## src/rtl/serial_encoder_pkg.sv

```systemverilog
// rtl/serial_encoder_pkg.sv - shared widths and state type for the serial priority encoder
package serial_encoder_pkg;
  localparam int VEC_W = 8;
  localparam int IDX_W = 3;

  typedef enum logic {IDLE, DRAIN} enc_state_t;
endpackage

```

## src/rtl/priority_pick8.sv

```systemverilog
// rtl/priority_pick8.sv - combinational pick of the priority set bit in an 8-bit vector
module priority_pick8
  import serial_encoder_pkg::*;
(
  input  logic [VEC_W-1:0] vec,
  input  logic             lsb_first,
  output logic [IDX_W-1:0] idx,
  output logic [VEC_W-1:0] onehot,
  output logic             single
);

  always_comb begin
    idx = '0;
    // Scan away from the priority end so the last hit is the winner.
    if (lsb_first) begin
      for (int i = VEC_W - 1; i >= 0; i--) begin
        if (vec[i]) idx = IDX_W'(i);
      end
    end else begin
      for (int i = 0; i < VEC_W; i++) begin
        if (vec[i]) idx = IDX_W'(i);
      end
    end
    onehot = vec & (VEC_W'(1) << idx);
    single = (vec != '0) && ((vec & (vec - VEC_W'(1))) == '0);
  end

endmodule

```

## src/rtl/serial_priority_encoder_eight_to_three.sv

```systemverilog
// rtl/serial_priority_encoder_eight_to_three.sv - drains a request vector as one index per output beat
module serial_priority_encoder_eight_to_three
  import serial_encoder_pkg::*;
#(
  parameter bit LSB_FIRST = 1'b1
) (
  input  logic             clk,
  input  logic             rst,
  input  logic             in_valid,
  output logic             in_ready,
  input  logic [VEC_W-1:0] in_data,
  output logic             out_valid,
  input  logic             out_ready,
  output logic [IDX_W-1:0] out_index,
  output logic             out_last,
  output logic             out_err
);

  enc_state_t       state;
  logic [VEC_W-1:0] pending;
  logic [VEC_W-1:0] clear_mask;
  logic             err_flag;
  logic             ready_en;
  logic             single;

  priority_pick8 u_pick (
    .vec       (pending),
    .lsb_first (LSB_FIRST),
    .idx       (out_index),
    .onehot    (clear_mask),
    .single    (single)
  );

  assign out_valid = (state == DRAIN);
  assign out_last  = single | err_flag;
  assign out_err   = err_flag;

  // ready_en keeps in_ready low until the first edge after reset release.
  assign in_ready = ready_en & ((state == IDLE) | (out_valid & out_ready & out_last));

  always_ff @(posedge clk or posedge rst) begin
    if (rst) begin
      state    <= IDLE;
      pending  <= '0;
      err_flag <= 1'b0;
      ready_en <= 1'b0;
    end else begin
      ready_en <= 1'b1;
      if (in_valid && in_ready) begin
        pending  <= in_data;
        err_flag <= (in_data == '0);
        state    <= DRAIN;
      end else if (out_valid && out_ready) begin
        pending <= pending & ~clear_mask;
        if (out_last) begin
          state    <= IDLE;
          err_flag <= 1'b0;
        end
      end
    end
  end

endmodule

```

## config.mk

```make
export PLATFORM = sky130hd
export DESIGN_NAME = serial_priority_encoder_eight_to_three
export DESIGN_NICKNAME = d
export VERILOG_FILES = /design/src/rtl/serial_encoder_pkg.sv /design/src/rtl/priority_pick8.sv /design/src/rtl/serial_priority_encoder_eight_to_three.sv
export SDC_FILE = /design/constraint.sdc
export NUM_CORES = 1
export LEC_CHECK = 0
export BUFFER_PORTS_ARGS = -buffer_cell sky130_fd_sc_hd__buf_2
export CELL_PAD_IN_SITES_DETAIL_PLACEMENT = 1
export CELL_PAD_IN_SITES_GLOBAL_PLACEMENT = 1
export CORE_MARGIN = 1
export CORE_UTILIZATION = 41
export CTS_CLUSTER_SIZE = 28
export DETAILED_ROUTE_END_ITERATION = 10
export GPL_TIMING_DRIVEN = 0
export PLACE_DENSITY = 0.86
export SYNTH_ARGS = -nofsm -noshare
export SYNTH_HDL_FRONTEND = slang
export SYNTH_SLANG_ARGS = --single-unit
```

## constraint.sdc

```tcl
create_clock -name clk -period 4.5 [get_ports clk]
set_clock_uncertainty 0.1 [all_clocks]
set_input_delay 0.9 -clock clk [delete_from_list [all_inputs] [get_ports clk]]
set_output_delay 0.9 -clock clk [all_outputs]
set_load 0.02 [all_outputs]
```

==> impl_results.md, run 1 <==
* Pleak at 0.424 nW
* Crit path kind: reg -> out
* Yosys reg bits at 11
* Max Cap Violations at 0
* IR drop worst, VDD at 0.000339 V
* Initial antenna violation count at 0
* Detailed Route WL at 1850 um
* Hpwl dp at 1440 um
* # port buffers at 18
* Final GP Congestion at 0.773
* Core area at 1590 um^2
* Cell count after synthesis at 76
* Mapped Avg Cell Area at 9.63 um^2
* Sequential share of the synthesized area at 37.6%
* Drt drc at 0
* Filler cell count at 203
* Mapped cell area at 732 um^2
* Yosys cell types at 33
* CTS sink cnt at 11
* Setup crit end kind: output pin
* Initial core utilization at 45.9%
* EDFF count, synth at 0
* Avg WL per Cell at 15.2 um
* Ys async rst share at 100%
* Post-layout util at 55.1%
* Postcts setup bufs at 0
* Synth area leaders: dfrtp_1 38%, mux2_4 10%, mux2i_1 4.1%, nor2_1 4.1%, nand2_1 3.6%
* # IOs at 19
* CTS Hold Buffers Added at 0
* Post-synth top area cell: dfrtp_1
* Setup TNS at 0 ns
* Post-DRT Antenna Nets at 0
* Setup crit start kind: flop
* Outcome: finished, final reports clean
* Worst-path clk slew at 0.08 ns
* Most used DFF post-synth: dfrtp_1
* Critical-path cell list: or4_4 > a211o_1 > a21oi_2 > o31a_4 > nand2_1 > a21boi_0 > buf_2
* Horiz. Die Dim at 44.3 um
* WP data arrival at 2.37 ns
* Full die area at 1960 um^2
* Initial DRC Count at 7
* Clock latency on the worst-skew pair at 0.28 ns
* Total track usage at 23.2%
* Reg2reg end: pending[5]$_DFFE_PP0P_
* RSZ-0062 raised after global routing: no
* Syn_nets at 88
* Reg2reg setup slack at 2.04 ns
* Clock tree from TritonCTS: built
* R2R Path Start: pending[1]$_DFFE_PP0P_
* Pre-antenna DRT Iters at 6
* CP max FO at 6
* Vias/cell at 5.52
* Layout cells sized above 1 at 30.6%
* Clock Tree Root: clkbuf_4
* First-pass GRT wire length at 3230 um
* Achievable Freq at 297 MHz
* Post-CTS Resized at 0
* Hold Path Class: in -> async
* Cts bufs inserted at 3
* Grt total ovfl at 0
* Final worst path period share at 74.8%
* Setup violators final at 0
* CTS max path bufs at 2
* Top cell type's share of synthesized area at 37.6%
* Slew HR at 65.5%
* Fin Hold WS at 0.505 ns
* Cell row count at 14
* Area Overhead vs Synth at 20.0%
* Largest net degree at the start of global routing at 12
* Number of diodes at 0
* Crit-path slowest cell: or4_4
* Max-slew violations at 0
* CP Data Required Time at 3.50 ns
* Worst Reg2Reg Path Length in Cells at 6
* PwrDens at 715 nW/um^2
* Htree depth at 1
* Slew @ Worst Pin at 0.517 ns
* Final net count at 111
* Vias in the first global route at 679
* Final Hold Vio Count at 0
* Min cycle time layout at 3.37 ns
* DIE HEIGHT at 44.3 um
* Routed vias at 674
* Ys Warns at 0
* Critical Path Max Stage Delay at 0.58 ns
## layer usage
| layer | global-route usage, % | vias to the layer above | routed length [um] |
|---|---|---|---|
| met5 | 0 | - | 0 |
| met4 | 9.09 | 0 | 23 |
| met3 | 3.67 | 4 | 46 |
| met2 | 38.2 | 13 | 939 |
| met1 | 30.6 | 338 | 843 |
| li1 | - | 319 | - |
## stage by stage
| stage | cell area (um^2) | power [mW] | instances | worst slack [ns] |
|---|---|---|---|---|
| after floorplan | 732 | 0.459 | 76 | 1.32 |
| final | 878 | 0.628 | 122 | 1.13 |
| after global placement | 852 | 0.539 | 118 | 1.49 |
| after detailed placement | 852 | 0.559 | 118 | 1.43 |
| after global routing | 878 | 0.674 | 122 | 1.05 |
| after CTS | 878 | 0.631 | 122 | 1.12 |
## where the power goes
group / internal (mW) / leakage [nW] / switching, mW
logic: 0.168 / 0.270 / 0.198
clock network: 0.0344 / 0.0150 / 0.0369
registers: 0.133 / 0.138 / 0.0585
## cell usage in the layout, fill, tap and decap left out, drive strengths merged, types with 3 or more instances in the layout
| cell | n |
|---|---|
| o21ai | 4 |
| nor4 | 3 |
| mux2 | 5 |
| clkbuf | 6 |
| buf | 18 |
| dfrtp | 11 |
| nor2 | 8 |
| inv | 5 |
| mux2i | 3 |
| nand2 | 7 |
## cells in the mapped netlist (all sizes together), types with 2 or more instances
cell and count:
mux2i 3, nand3b 2, dfrtp 11, clkbuf 2, nor2 8, o21ai 4
nor2b 2, inv 5, or4 2, mux2 5, a21oi 2, o31a 2
a211o 2, nor4 3, a21boi 2, nand2 7
## layout make-up
| type | count | area (um^2) | share of cell area (%) |
|---|---|---|---|
| buffer | 2 | 7.51 | 0.855 |
| clock buffer | 4 | 26.3 | 2.99 |
| inverter | 5 | 18.8 | 2.14 |
| multi-input combinational | 58 | 430 | 49.0 |
| sequential | 11 | 275 | 31.3 |
| tap | 24 | 30.0 | 3.42 |
| timing repair buffer | 18 | 90.1 | 10.3 |
## worst max-delay path by stage
stage | endpoint | start | cells after the start | slack (ns)
floorplan | in_ready | pending[4]$_DFFE_PP0P_ | 6 | 1.32
global placement | in_ready | pending[4]$_DFFE_PP0P_ | 7 | 1.49
detailed placement | in_ready | pending[4]$_DFFE_PP0P_ | 7 | 1.43
CTS | in_ready | pending[4]$_DFFE_PP0P_ | 7 | 1.12
global route | in_ready | pending[4]$_DFFE_PP0P_ | 7 | 1.05
finish | in_ready | pending[4]$_DFFE_PP0P_ | 7 | 1.13
## kinds of logic after synthesis
kind of cell | count (synthesis) | synth area share [%]
flops | 11 | 37.6
simple gates | 29 | 21.0
compound gates | 19 | 21.7
xor+xnor | 1 | 1.20
other cells | 1 | 0.512
buf+inv | 7 | 3.59
mux | 8 | 14.4
## registers in the layout (all words and copies together), names as in the netlist
| signal | cells |
|---|---|
| out_err | 1 |
| out_valid | 1 |
| ready_en | 1 |
| pending | 8 |
## worst max-delay path: cells and delay by family, from the launching register on
kind,cells,cell delay (ns)
flip-flops,1,0.44
AO/OA/AOI/OAI,4,0.81
AND/OR/NAND/NOR,2,0.65
buffers and inverters,1,0.19
Note: power is estimated with default switching activity, not from simulation.
==> inputs of run 2 (changes only) <==
--- a/config.mk
+++ b/config.mk
@@ -5,15 +5,16 @@
 export SDC_FILE = /design/constraint.sdc
 export NUM_CORES = 1
 export LEC_CHECK = 0
+export ABC_AREA = 1
 export BUFFER_PORTS_ARGS = -buffer_cell sky130_fd_sc_hd__buf_2
 export CELL_PAD_IN_SITES_DETAIL_PLACEMENT = 1
 export CELL_PAD_IN_SITES_GLOBAL_PLACEMENT = 1
 export CORE_MARGIN = 1
-export CORE_UTILIZATION = 41
+export CORE_UTILIZATION = 32
 export CTS_CLUSTER_SIZE = 28
 export DETAILED_ROUTE_END_ITERATION = 10
 export GPL_TIMING_DRIVEN = 0
-export PLACE_DENSITY = 0.86
+export PLACE_DENSITY = 0.76
 export SYNTH_ARGS = -nofsm -noshare
 export SYNTH_HDL_FRONTEND = slang
 export SYNTH_SLANG_ARGS = --single-unit
==> constraint.sdc (replaced) <==
create_clock -name clk -period 2.8 [get_ports clk]
set_clock_uncertainty 0.1 [all_clocks]
set_input_delay 0.56 -clock clk [delete_from_list [all_inputs] [get_ports clk]]
set_output_delay 0.56 -clock clk [all_outputs]
set_load 0.02 [all_outputs]
==> impl_results.md, run 2 <==
* Synth area leaders: dfrtp_1 36%, nand2_1 15%, inv_1 8.3%, nand3_1 7.2%, a21oi_2 3.4%
* Outcome: finished, final reports clean
* EDFF count, synth at 0 (unchanged)
* Initial DRC Count at 11 (+4)
* # port buffers at 17 (-1)
* Total track usage at 16.1% (-7.1 points)
* Syn_nets at 119 (+35%)
* Critical Path Max Stage Delay at 0.42 ns (-0.16 ns)
* Reg2reg end: out_err$_DFFE_PP0P_
* Final worst path period share at 92.6%
* Clock tree from TritonCTS: built
* Htree depth at 1 (unchanged)
* Ys Warns at 0 (unchanged)
* RSZ-0062 raised after global routing: no
* Pleak at 0.501 nW (+18%)
* Crit path kind: reg -> out
* Max reg flops at 8 (unchanged)
* Commonest cells after routing, fill and taps aside: 31 x nand2_1, 18 x buf_2, 17 x inv_1
* Setup violators final at 0 (unchanged)
* CP max FO at 8 (+2)
* Dpl ws at 0.478 ns (-0.952 ns)
* Largest Register: pending
* CTS max path bufs at 2 (unchanged)
* Achievable Freq at 385 MHz
* Final GP Congestion at 0.738 (-4.5%)
* Setup crit end kind: output pin
* Worst-path clk slew at 0.06 ns (-0.02 ns)
* Pre-antenna DRT Iters at 4 (-2)
* Avg WL per Cell at 11.5 um (-24%)
* Fin Hold WS at 0.168 ns (-0.338 ns)
* Hold Path Class: in -> async
* Worst Reg2Reg Path Length in Cells at 13 (+7)
* Ys async rst share at 100% (unchanged)
* Postcts setup bufs at 0 (unchanged)
* CP Data Required Time at 2.14 ns (-1.36 ns)
* WP data arrival at 1.93 ns (-0.44 ns)
* Grt total ovfl at 0 (unchanged)
* Area Overhead vs Synth at 19.1%
* Cell count after synthesis at 107 (+41%)
* Post-DRT Antenna Nets at 0 (unchanged)
* Cts bufs inserted at 3 (unchanged)
* IR drop worst, VDD at 0.000601 V (+77%)
* Min cycle time layout at 2.59 ns
* Critical Path Sink: in_ready
* Initial antenna violation count at 0 (unchanged)
* WP depth at 10 (+3)
* Final Hold Vio Count at 0 (unchanged)
* PwrDens at 1190 nW/um^2 (+67%)
* Initial core utilization at 34.3% (-12 points)
* Most used DFF post-synth: dfrtp_1
* Mapped Avg Cell Area at 7.17 um^2 (-26%)
* Crit path max-delay family: simple AND/OR/NAND/NOR gates
* Post-CTS Resized at 0 (unchanged)
* Setup TNS at 0 ns (unchanged)
* Mapped cell area at 767 um^2 (+4.8%)
* Hpwl dp at 1510 um (+4.9%)
* Detailed Route WL at 1790 um (-3.3%)
* Sequential share of the synthesized area at 35.9% (-1.7 points)
* Setup crit start kind: flop
* Final net count at 141 (+27%)
* Yosys cell types at 23 (-30%)
* Horiz. Die Dim at 51.0 um (+15%)
* Drt drc at 0 (unchanged)
* Post-synth top area cell: dfrtp_1
* CTS Hold Buffers Added at 0 (unchanged)
* Clock latency on the worst-skew pair at 0.27 ns (about the same)
* R2R Path Start: pending[1]$_DFFE_PP0P_
* Max Cap Violations at 0 (unchanged)
* Core area at 2230 um^2 (+40%)
* Final setup margin at 0.206 ns (-0.927 ns)
* DIE HEIGHT at 51.0 um (+15%)
* Synth top cells by count: 31 x nand2_1, 17 x inv_1, 11 x dfrtp_1, 11 x nand3_1, 5 x nor2_1
* Largest net degree at the start of global routing at 12 (unchanged)
* CTS sink cnt at 11 (unchanged)
* Crit-path slowest cell: dfrtp_1
* Full die area at 2600 um^2 (+33%)
* Yosys reg bits at 11 (unchanged)
* CP bufs+invs at 1 (unchanged)
* Reg2reg setup slack at 0.94 ns (-1.10 ns)
* Layout cells sized above 1 at 28.1% (-2.5 points)
* Max-slew violations at 0 (unchanged)
* Clock Tree Root: clkbuf_4
* Cell row count at 17 (+3)
* Critical Path Start: pending[1]$_DFFE_PP0P_
* Top-count cell post-synth: nand2_1
* Number of diodes at 0 (unchanged)
* Most common cell after layout, fill and taps aside: nand2_1
* Crit path top cell by count: nand2_1
* First-pass GRT wire length at 3130 um (-3.0%)
* # IOs at 19 (unchanged)
* Critical-path cell list: nor2_2 > nand2_1 > nand2_1 > nand2_1 > nor2_1 > nand4_1 > nand2_2 > nand2_4 > a21boi_4 > buf_2
* Top cell type's share of synthesized area at 35.9% (-1.7 points)
* Vias/cell at 4.82 (-13%)
* Routed vias at 752 (+12%)
* Vias in the first global route at 749 (+10%)
[run 2: where the power goes]
part,leakage [nW],internal (mW),total [mW],switching [mW]
Combinational,0.348,0.226,0.684,0.458
Clock,0.0150,0.0552,0.106,0.0511
Sequential,0.138,0.220,0.298,0.0782
Total,0.500,0.502,1.09,0.587
[run 2: per-stage QoR]
| stage | util, % | cells | power, mW | instance area (um^2) |
|---|---|---|---|---|
| after floorplan | - | 107 | 0.808 | 767 |
| after global placement | 39.7 | 152 | 0.972 | 887 |
| after detailed placement | 39.7 | 152 | 0.997 | 887 |
| after CTS | 40.9 | 156 | 1.11 | 913 |
| after global routing | 40.9 | 156 | 1.19 | 913 |
| final | 40.9 | 156 | 1.09 | 913 |
[run 2: cell type report]
class,count,area (um^2)
fillers,301,1320
multi-input cells,77,412
flip-flops and latches,11,275
repair buffers,17,85.1
inverters,17,63.8
well taps,28,35.0
clock buffers,4,26.3
plain buffers,2,16.3
[run 2: how the worst min path moves through the flow]
stage | from | to | slack (ns) | cells past startpoint
finish | rst | out_err$_DFFE_PP0P_ | 0.17 | 2
global route | rst | out_err$_DFFE_PP0P_ | 0.23 | 2
floorplan | rst | out_err$_DFFE_PP0P_ | 0.31 | 1
global placement | out_err$_DFFE_PP0P_ | out_err$_DFFE_PP0P_ | 0.41 | 2
CTS | rst | ready_en$_DFF_PP0_ | 0.18 | 2
detailed placement | out_err$_DFFE_PP0P_ | out_err$_DFFE_PP0P_ | 0.42 | 2
[run 2: cell families (layout without fill, tap and decap cells)]
logic type / after synthesis / count (layout) / synth area share (%)
buffers and inverters: 19 / 40 / 10.4
other: 1 / 1 / 0.489
DFF: 11 / 11 / 35.9
AOI/OAI and AO/OA: 14 / 14 / 14.4
and+or+nand+nor: 62 / 62 / 38.8
[run 2: layer usage]
layer / GRT usage [%] / up-vias / wire, um
met5: 0 / - / 0
met4: 6.94 / 0 / 34
met3: 0.893 / 5 / 64
met2: 28.9 / 19 / 854
met1: 19.6 / 341 / 838
li1: - / 387 / -
